### src/rtl/sid_pkg.sv
// Shared constants and types for the SID register interface: register
// addresses, filter voice selector, field widths and the arm-state encoding.
package sid_pkg;

  localparam logic [2:0] REG_FREQ_LO = 3'd0;
  localparam logic [2:0] REG_FREQ_HI = 3'd1;
  localparam logic [2:0] REG_PW_LO   = 3'd2;
  localparam logic [2:0] REG_PW_HI   = 3'd3;
  localparam logic [2:0] REG_ATK_DEC = 3'd4;
  localparam logic [2:0] REG_SUS_REL = 3'd5;
  localparam logic [2:0] REG_WAV     = 3'd6;

  localparam logic [2:0] REG_FC_LO    = 3'd0;
  localparam logic [2:0] REG_FC_HI    = 3'd1;
  localparam logic [2:0] REG_RES_FILT = 3'd2;
  localparam logic [2:0] REG_MODE_VOL = 3'd3;

  localparam logic [1:0] VOICE_FILT = 2'd3;

  localparam int NUM_VOICES = 3;
  localparam int FREQ_W     = 16;
  localparam int PW_W       = 12;
  localparam int PW_HI_W    = 4;
  localparam int FC_W       = 11;
  localparam int FC_LO_W    = 3;
  localparam int NIB_W      = 4;

  typedef enum logic {
    DISARMED = 1'b0,
    ARMED    = 1'b1
  } arm_state_e;

endpackage

### src/rtl/sid_strobe_sync.sv
// Write-strobe synchroniser, rising-edge detector and arm state machine.
// edge_o is a single-cycle commit request, honoured only once armed.
module sid_strobe_sync
  import sid_pkg::*;
#(
  parameter int SYNC_STAGES = 2
) (
  input  logic clk,
  input  logic rst_n,
  input  logic strobe_i,
  output logic strobe_sync_o,
  output logic edge_o
);

  logic [SYNC_STAGES-1:0] sync_q;
  logic [SYNC_STAGES-1:0] vld_q;
  logic                   hist_q;
  arm_state_e             state_q, state_d;

  // vld_q tracks when the chain holds real samples rather than reset zeros,
  // so a strobe held high through reset release is never seen as low.
  always_ff @(posedge clk or negedge rst_n) begin
    if (!rst_n) begin
      sync_q  <= '0;
      vld_q   <= '0;
      hist_q  <= 1'b0;
      state_q <= DISARMED;
    end else begin
      sync_q  <= {sync_q[SYNC_STAGES-2:0], strobe_i};
      vld_q   <= {vld_q[SYNC_STAGES-2:0], 1'b1};
      hist_q  <= sync_q[SYNC_STAGES-1];
      state_q <= state_d;
    end
  end

  always_comb begin
    state_d = state_q;
    edge_o  = 1'b0;
    case (state_q)
      DISARMED: begin
        if (vld_q[SYNC_STAGES-1] && !sync_q[SYNC_STAGES-1]) state_d = ARMED;
      end
      ARMED: begin
        edge_o = sync_q[SYNC_STAGES-1] && !hist_q;
      end
      default: state_d = DISARMED;
    endcase
  end

  assign strobe_sync_o = sync_q[SYNC_STAGES-1];

endmodule

### src/rtl/sid_reg_if.sv
// SID-style register file behind a strobed host bus. Define SID_REG_READBACK_EN
// to build the registered readback path; otherwise uio_out/uio_oe are tied to 0.
module sid_reg_if
  import sid_pkg::*;
#(
  parameter int SYNC_STAGES = 2
) (
  input  logic              clk,
  input  logic              rst_n,
  input  logic [7:0]        ui_in,
  input  logic [7:0]        uio_in,
  output logic [7:0]        uio_out,
  output logic [7:0]        uio_oe,
  output logic [FREQ_W-1:0] v_freq    [0:NUM_VOICES-1],
  output logic [PW_W-1:0]   v_pw      [0:NUM_VOICES-1],
  output logic [7:0]        v_atk_dec [0:NUM_VOICES-1],
  output logic [7:0]        v_sus_rel [0:NUM_VOICES-1],
  output logic [7:0]        v_wav     [0:NUM_VOICES-1],
  output logic [FC_W-1:0]   f_fc,
  output logic [NIB_W-1:0]  f_res,
  output logic [NIB_W-1:0]  f_filt,
  output logic [NIB_W-1:0]  f_mode,
  output logic [NIB_W-1:0]  f_vol,
  output logic              wr_pulse,
  output logic [NUM_VOICES-1:0] gate_on,
  output logic [NUM_VOICES-1:0] gate_off
);

  logic       strobe_sync;
  logic       commit;
  logic [1:0] voice_w;
  logic [2:0] addr_w;
  logic       wr_pulse_q;

  assign voice_w = ui_in[4:3];
  assign addr_w  = ui_in[2:0];

  sid_strobe_sync #(.SYNC_STAGES(SYNC_STAGES)) u_strobe_sync (
    .clk          (clk),
    .rst_n        (rst_n),
    .strobe_i     (ui_in[7]),
    .strobe_sync_o(strobe_sync),
    .edge_o       (commit)
  );

  always_ff @(posedge clk or negedge rst_n) begin
    if (!rst_n) wr_pulse_q <= 1'b0;
    else        wr_pulse_q <= commit;
  end
  assign wr_pulse = wr_pulse_q;

  for (genvar gi = 0; gi < NUM_VOICES; gi++) begin : g_voice
    logic [7:0]         freq_lo_q, freq_hi_q, pw_lo_q, atk_dec_q, sus_rel_q, wav_q;
    logic [PW_HI_W-1:0] pw_hi_q;
    logic               gate_on_q, gate_off_q;
    logic               sel;

    assign sel = commit && (voice_w == 2'(gi));

    always_ff @(posedge clk or negedge rst_n) begin
      if (!rst_n) begin
        freq_lo_q  <= '0;
        freq_hi_q  <= '0;
        pw_lo_q    <= '0;
        pw_hi_q    <= '0;
        atk_dec_q  <= '0;
        sus_rel_q  <= '0;
        wav_q      <= '0;
        gate_on_q  <= 1'b0;
        gate_off_q <= 1'b0;
      end else begin
        gate_on_q  <= 1'b0;
        gate_off_q <= 1'b0;
        if (sel) begin
          case (addr_w)
            REG_FREQ_LO: freq_lo_q <= uio_in;
            REG_FREQ_HI: freq_hi_q <= uio_in;
            REG_PW_LO:   pw_lo_q   <= uio_in;
            REG_PW_HI:   pw_hi_q   <= uio_in[PW_HI_W-1:0];
            REG_ATK_DEC: atk_dec_q <= uio_in;
            REG_SUS_REL: sus_rel_q <= uio_in;
            REG_WAV: begin
              wav_q      <= uio_in;
              gate_on_q  <= uio_in[0] & ~wav_q[0];
              gate_off_q <= ~uio_in[0] & wav_q[0];
            end
            default: ;
          endcase
        end
      end
    end

    assign v_freq[gi]    = {freq_hi_q, freq_lo_q};
    assign v_pw[gi]      = {pw_hi_q, pw_lo_q};
    assign v_atk_dec[gi] = atk_dec_q;
    assign v_sus_rel[gi] = sus_rel_q;
    assign v_wav[gi]     = wav_q;
    assign gate_on[gi]   = gate_on_q;
    assign gate_off[gi]  = gate_off_q;
  end

  logic [FC_LO_W-1:0] fc_lo_q;
  logic [7:0]         fc_hi_q, res_filt_q, mode_vol_q;

  always_ff @(posedge clk or negedge rst_n) begin
    if (!rst_n) begin
      fc_lo_q    <= '0;
      fc_hi_q    <= '0;
      res_filt_q <= '0;
      mode_vol_q <= '0;
    end else if (commit && voice_w == VOICE_FILT) begin
      case (addr_w)
        REG_FC_LO:    fc_lo_q    <= uio_in[FC_LO_W-1:0];
        REG_FC_HI:    fc_hi_q    <= uio_in;
        REG_RES_FILT: res_filt_q <= uio_in;
        REG_MODE_VOL: mode_vol_q <= uio_in;
        default: ;
      endcase
    end
  end

  assign f_fc   = {fc_hi_q, fc_lo_q};
  assign f_res  = res_filt_q[7:4];
  assign f_filt = res_filt_q[3:0];
  assign f_mode = mode_vol_q[7:4];
  assign f_vol  = mode_vol_q[3:0];

`ifdef SID_REG_READBACK_EN
  logic [SYNC_STAGES-1:0] rd_sync_q;
  logic [7:0]             rd_byte, uio_out_q, uio_oe_q;
  logic                   rd_active;
  logic                   unused_bits;

  assign unused_bits = ui_in[5];
  assign rd_active   = rd_sync_q[SYNC_STAGES-1] & ~strobe_sync;

  // Readback rebuilds each byte from the stored fields, so discarded bits read 0.
  always_comb begin
    rd_byte = 8'h00;
    if (voice_w == VOICE_FILT) begin
      case (addr_w)
        REG_FC_LO:    rd_byte = {5'b0, f_fc[FC_LO_W-1:0]};
        REG_FC_HI:    rd_byte = f_fc[FC_W-1:FC_LO_W];
        REG_RES_FILT: rd_byte = {f_res, f_filt};
        REG_MODE_VOL: rd_byte = {f_mode, f_vol};
        default:      rd_byte = 8'h00;
      endcase
    end else begin
      case (addr_w)
        REG_FREQ_LO: rd_byte = v_freq[voice_w][7:0];
        REG_FREQ_HI: rd_byte = v_freq[voice_w][15:8];
        REG_PW_LO:   rd_byte = v_pw[voice_w][7:0];
        REG_PW_HI:   rd_byte = {4'b0, v_pw[voice_w][PW_W-1:8]};
        REG_ATK_DEC: rd_byte = v_atk_dec[voice_w];
        REG_SUS_REL: rd_byte = v_sus_rel[voice_w];
        REG_WAV:     rd_byte = v_wav[voice_w];
        default:     rd_byte = 8'h00;
      endcase
    end
  end

  always_ff @(posedge clk or negedge rst_n) begin
    if (!rst_n) begin
      rd_sync_q <= '0;
      uio_out_q <= '0;
      uio_oe_q  <= '0;
    end else begin
      rd_sync_q <= {rd_sync_q[SYNC_STAGES-2:0], ui_in[6]};
      uio_oe_q  <= rd_active ? 8'hFF : 8'h00;
      uio_out_q <= rd_active ? rd_byte : 8'h00;
    end
  end

  assign uio_out = uio_out_q;
  assign uio_oe  = uio_oe_q;
`else
  logic unused_bits;
  assign unused_bits = ^{ui_in[6:5], strobe_sync};
  assign uio_out     = 8'h00;
  assign uio_oe      = 8'h00;
`endif

endmodule
### config.mk
export PLATFORM = sky130hd
export DESIGN_NAME = sid_reg_if
export DESIGN_NICKNAME = d
export VERILOG_FILES = /design/src/rtl/sid_pkg.sv /design/src/rtl/sid_strobe_sync.sv /design/src/rtl/sid_reg_if.sv
export SDC_FILE = /design/constraint.sdc
export NUM_CORES = 1
export LEC_CHECK = 0
export ABC_AREA = 1
export BUFFER_PORTS_ARGS = -buffer_cell sky130_fd_sc_hd__buf_4
export CAP_MARGIN = 15
export CORE_UTILIZATION = 48
export CTS_BUF_LIST = sky130_fd_sc_hd__clkbuf_2 sky130_fd_sc_hd__clkbuf_4 sky130_fd_sc_hd__clkbuf_8
export CTS_CLUSTER_SIZE = 10
export DETAILED_ROUTE_END_ITERATION = 6
export PLACE_DENSITY = 0.89
export SYNTH_ARGS = -nofsm -noshare
export SYNTH_HDL_FRONTEND = slang
export SYNTH_HIERARCHICAL = 1
export SYNTH_SLANG_ARGS = --single-unit
### constraint.sdc
create_clock -name clk -period 1.4 [get_ports clk]
set_clock_uncertainty 0.1 [all_clocks]
set_input_delay 0.28 -clock clk [delete_from_list [all_inputs] [get_ports clk]]
set_output_delay 0.28 -clock clk [all_outputs]
set_load 0.1 [all_outputs]
### Word level (Yosys, flattened, before mapping)

Index checks and enable logic that the tools add are counted.

* input port bits: 18
* register bits after elaboration: 196
* word-level logic and storage cells: 105

* multiplexer cells: 15
* bitwise logic cells: 10
* reduce and logical (&&, ||, !) cells: 35
* equal/unequal tests: 9

Operators by type and width (number)
* AND reduction 2 bit: 25
* 2-to-1 mux 1 bit: 15
* == test 3 bit (second input constant): 3
* bitwise AND 1 bit: 6
* == test 3 x 2 -> 1 bit (second input constant): 2
* logical AND 1 bit: 6
* == test 2 bit (second input constant): 2
* NOT 1 bit: 4
* == test 3 x 1 -> 1 bit (second input constant): 1
* zero test 3 bit: 1
* == test 2 x 1 -> 1 bit (second input constant): 1
* zero test 1 bit: 2
* zero test 2 bit: 1

### Logic depth before layout (Yosys ltp)

* depth after elaboration: 5
* mapped depth: 8

### Modules after synthesis

The synthesis kept the hierarchy.

By module, submodules not included
* sid_reg_if: sequential area each 4754.6 µm², times used 1, cells an instance 877, area each 7490.9 µm²
* sid_strobe_sync: sequential area each 150.1 µm², times used 1, cells an instance 13, area each 178.9 µm²

### Worst setup path after synthesis

Ideal clock, no wire load.

* kind: reg-to-reg
* from: reg u_strobe_sync.sync_q[1]
* to: reg g_voice[2].freq_hi_q[0]
* path slack: -114 ps
* arrival time: 1292 ps
* buffers on the path: 0
* stages on the path, launching flop included: 8
* cell sequence: dfrtp_1 > nand2_1 > nor2_2 > nand3_1 > inv_1 > nand2_1 > nand2_1 > nand2_1

* cells in the longest elaborated chain, start to end: 4

Ends and longest elaborated chain
* start: declaration: line sid_strobe_sync.sv:15 `logic [SYNC_STAGES-1:0] sync_q;`
* start signal: assignment: line sid_strobe_sync.sv:29 `sync_q <= {sync_q[SYNC_STAGES-2:0], strobe_i};`
* logical AND 1 bit: line sid_strobe_sync.sv:44 `edge_o = sync_q[SYNC_STAGES-1] && !hist_q;`
* 2-to-1 mux 1 bit: line sid_strobe_sync.sv:39 `case (state_q)`
* net commit: line sid_reg_if.sv:30 `logic commit;`
* logical AND 1 bit: line sid_reg_if.sv:58 `assign sel = commit && (voice_w == 2'(gi));`
* AND reduction 2 bit (no line)
* end signal: assignment: line sid_reg_if.sv:77 `REG_FREQ_HI: freq_hi_q <= uio_in;`
* end: declaration: line sid_reg_if.sv:53 `logic [7:0] freq_lo_q, freq_hi_q, pw_lo_q, atk_dec_q, sus_rel_q, wav_q;`

The timed path passes the listed nets, and every way through them passes these cells.
A chain may end at the register's enable or synchronous reset.

### Worst setup path in the final report

* from: reg u_strobe_sync.sync_q[1]
* to: reg g_voice[1].pw_lo_q[1]

* cells in the longest elaborated chain, start to end: 4

Ends and longest elaborated chain
* logical AND 1 bit: line sid_strobe_sync.sv:44
* 2-to-1 mux 1 bit: line sid_strobe_sync.sv:39
* net commit: line sid_reg_if.sv:30
* logical AND 1 bit: line sid_reg_if.sv:58
* AND reduction 2 bit (no line)
* end signal: assignment: line sid_reg_if.sv:78 `REG_PW_LO: pw_lo_q <= uio_in;`
* end: declaration: line sid_reg_if.sv:53

The timed path passes the listed nets, and every way through them passes these cells.

==> flow_metrics.env <==
export IMPL_syn_avg_cell_area_sq_um=8.62
export IMPL_fmax_mhz=546
export IMPL_port_buffers=205
export IMPL_nets=1261
export IMPL_syn_area_sq_um=7670
export IMPL_grt_pass1_vias=8496
export IMPL_cts_made_buffers=17
export IMPL_cts_htree_levels=4
export IMPL_pre_cts_slack_ps=-212
export IMPL_period_needed_ps=1830
export IMPL_synth_area_top_cells="dfrtp_1, nand2_1, nand3_1"
export IMPL_postLayoutCellArea_sq_um=14500
export IMPL_maxSlewViolCount=0
export IMPL_fp_dieW_microns=128
export IMPL_antenna_found_initial=1
export IMPL_postRouteAntennaNets=0
export IMPL_violations="setup timing"
export IMPL_status="complete, but fails checks"
export IMPL_coreArea_sq_um=15400
export IMPL_tritoncts="yes"
export IMPL_start_util=0.499
export IMPL_overflow=0
export IMPL_critPathMaxFanout=8
export IMPL_drc=0
export IMPL_hold_class="primary input to register"
export IMPL_crit_type="register to register"
export IMPL_clk_pin_slew_ps=110
export IMPL_cap_violations=0
export IMPL_grt_total_usage=0.411
export IMPL_die_area_sq_um=16500
export IMPL_regArea_sq_um=4920
export IMPL_finalHoldViolCount=0
export IMPL_via_per_inst=6.21
export IMPL_relSlewSlack=0.593
export IMPL_layout_worst_path_cycle_share=1.31
export IMPL_leakagePower_nw=7.53
export IMPL_gp_congestion=0.818
export IMPL_drive_gt1_frac=0.488
export IMPL_num_rows=45
export IMPL_cp_end_kind="register"
export IMPL_wire_per_inst_microns=28.2
export IMPL_place_area_sq_um=9730
export IMPL_yosysTopAreaCell="dfrtp_1"
export IMPL_ys_warn_count=6
export IMPL_cts_sinks=196
export IMPL_area_growth_pct=88.5
export IMPL_grt_pass1_wl_microns=49100
export IMPL_start_kind="register"
export IMPL_routed_wl_microns=41300
export IMPL_fin_ws_ps=-431
export IMPL_vias=9090
export IMPL_synth_distinct_cells=12
export IMPL_antenna_cells=0
export IMPL_hpwl_microns=15000
export IMPL_ys_seq_area_frac=0.639
export IMPL_pwr_density_cell_nw_per_um2=1470
export IMPL_clock_latency_ps=480
export IMPL_synth_seq_cells=196
export IMPL_peakVddDrop_v=0.00102
export IMPL_critPathRequiredTime_ps=1690
export IMPL_drt_iter0_drc=1226
export IMPL_ios=224
export IMPL_n_fill_cell=407
export IMPL_multiInputGateArea_sq_um=3370
export IMPL_critPathArrivalTime_ps=2120
export IMPL_grt_max_degree=48
export IMPL_firstDrtPassIters=6
export IMPL_root_buffer="clkbuf_8"
export IMPL_clk_path_buf_depth=2
export IMPL_syn_inst=890
export IMPL_setup_viol=379
export IMPL_dieHeight_microns=128
export IMPL_worst_pin_slew_ps=611
export IMPL_rsz0062_at_grt="yes"
export IMPL_synth_top_area_frac=0.639
export IMPL_utilization=0.941
[cell type report]
cell class	count	area share
Timing Repair Buffer	368	0.373
Tap cell	211	0.0183
Inverter	14	0.00467
Clock buffer	20	0.0186
Sequential cell	196	0.340
Multi-Input combinational cell	646	0.233
Clock inverter	9	0.0124
[cell usage in the layout (no fill, tap or decap), drive strengths merged]
master and instances:
conb 17, clkinv 2, nand2 553, dlygate4sd3 2, nor2 34, inv 14
clkinvlp 2, bufinv 5, clkbuf 21, nand3 42, buf 365, dfrtp 196
[state kept, by name, indices dropped and copies added, names as in the netlist]
name / flops
fc_lo_q: 3
g_voice.freq_hi_q: 24
g_voice.pw_lo_q: 24
g_voice.sus_rel_q: 24
g_voice.gate_off_q: 3
fc_hi_q: 8
g_voice.wav_q: 24
g_voice.atk_dec_q: 24
u_strobe_sync/vld_q: 2
wr_pulse: 1
g_voice.pw_hi_q: 12
res_filt_q: 8
u_strobe_sync/state_q: 1
u_strobe_sync/sync_q: 2
u_strobe_sync/hist_q: 1
mode_vol_q: 8
g_voice.gate_on_q: 3
g_voice.freq_lo_q: 24
[cell families after synthesis]
group	after synthesis	share of synthesized area
and+or+nand+nor	629	0.316
other	2	0.000979
buffers and inverters	63	0.0439
DFF	196	0.639
[critical path, stage by stage (launching register included)]
cell     delay (ps)
dfrtp_1         390
nand2_2          90
nor2_4          120
buf_6           150
nand3_4         130
buf_8           190
nor2_4          120
buf_8           170
nand2_2          70
nand2_2         210
[cell usage after synthesis (all sizes together)]
master  number
dfrtp      196
nand2      553
nor2        34
conb         2
clkbuf      21
buf         28
inv         14
nand3       42
[path summary, 6_finish.rpt]
| kind | from | endpoint | slack (ps) | cells after the start |
|---|---|---|---|---|
| max | u_strobe_sync/sync_q[1] | g_voice[1].pw_lo_q[1] | -430 | 9 |
| min | uio_in[7] | g_voice[1].freq_lo_q[7] | 160 | 3 |
| max reg2reg | u_strobe_sync/sync_q[1] | g_voice[1].pw_lo_q[1] | -430 | 9 |
| min reg2reg | u_strobe_sync/vld_q[0] | u_strobe_sync/vld_q[1] | 270 | 0 |
| max in group asynchronous | rst_n | g_voice[2].pw_lo_q[1] | 440 | 3 |
| min in group asynchronous | rst_n | res_filt_q[6] | 170 | 2 |
[per-layer routing]
metal | vias up | wire length, microns | global-route usage
li1 | 3369 | - | -
met3 | 395 | 4720 | 0.0923
met5 | - | 13 | 0
met1 | 4381 | 12500 | 0.431
met4 | 2 | 4310 | 0.311
met2 | 943 | 19700 | 0.722
[where the power goes]
| part | switching [mW] | internal (mW) |
|---|---|---|
| Combinational | 6.59 | 3.20 |
| Sequential | 0.876 | 6.29 |
| Clock | 2.12 | 2.21 |
| Total | 9.58 | 11.7 |
[repair_timing]
action	in CTS	in global routing
gates resized for setup	709	186
endpoints found under the setup margin	374	379
setup buffers	47	59
endpoints found under the hold margin	197	0
cloned	1	0
pin swaps	93	85
hold buffers	2	0
[per-stage QoR]
step	cells	hold slack [ps]	total power [mW]	TNS [ps]
2_1_floorplan	905	-116	12.1	-3360
3_3_place_gp	1326	100	13.6	-11550
3_5_place_dp	1326	104	13.7	-20590
4_1_cts	1405	99.1	20.0	-25320
5_1_grt	1464	158	21.6	-73420
6_report	1464	161	21.3	-61390
No activity file was read; power rests on OpenSTA's default activity.
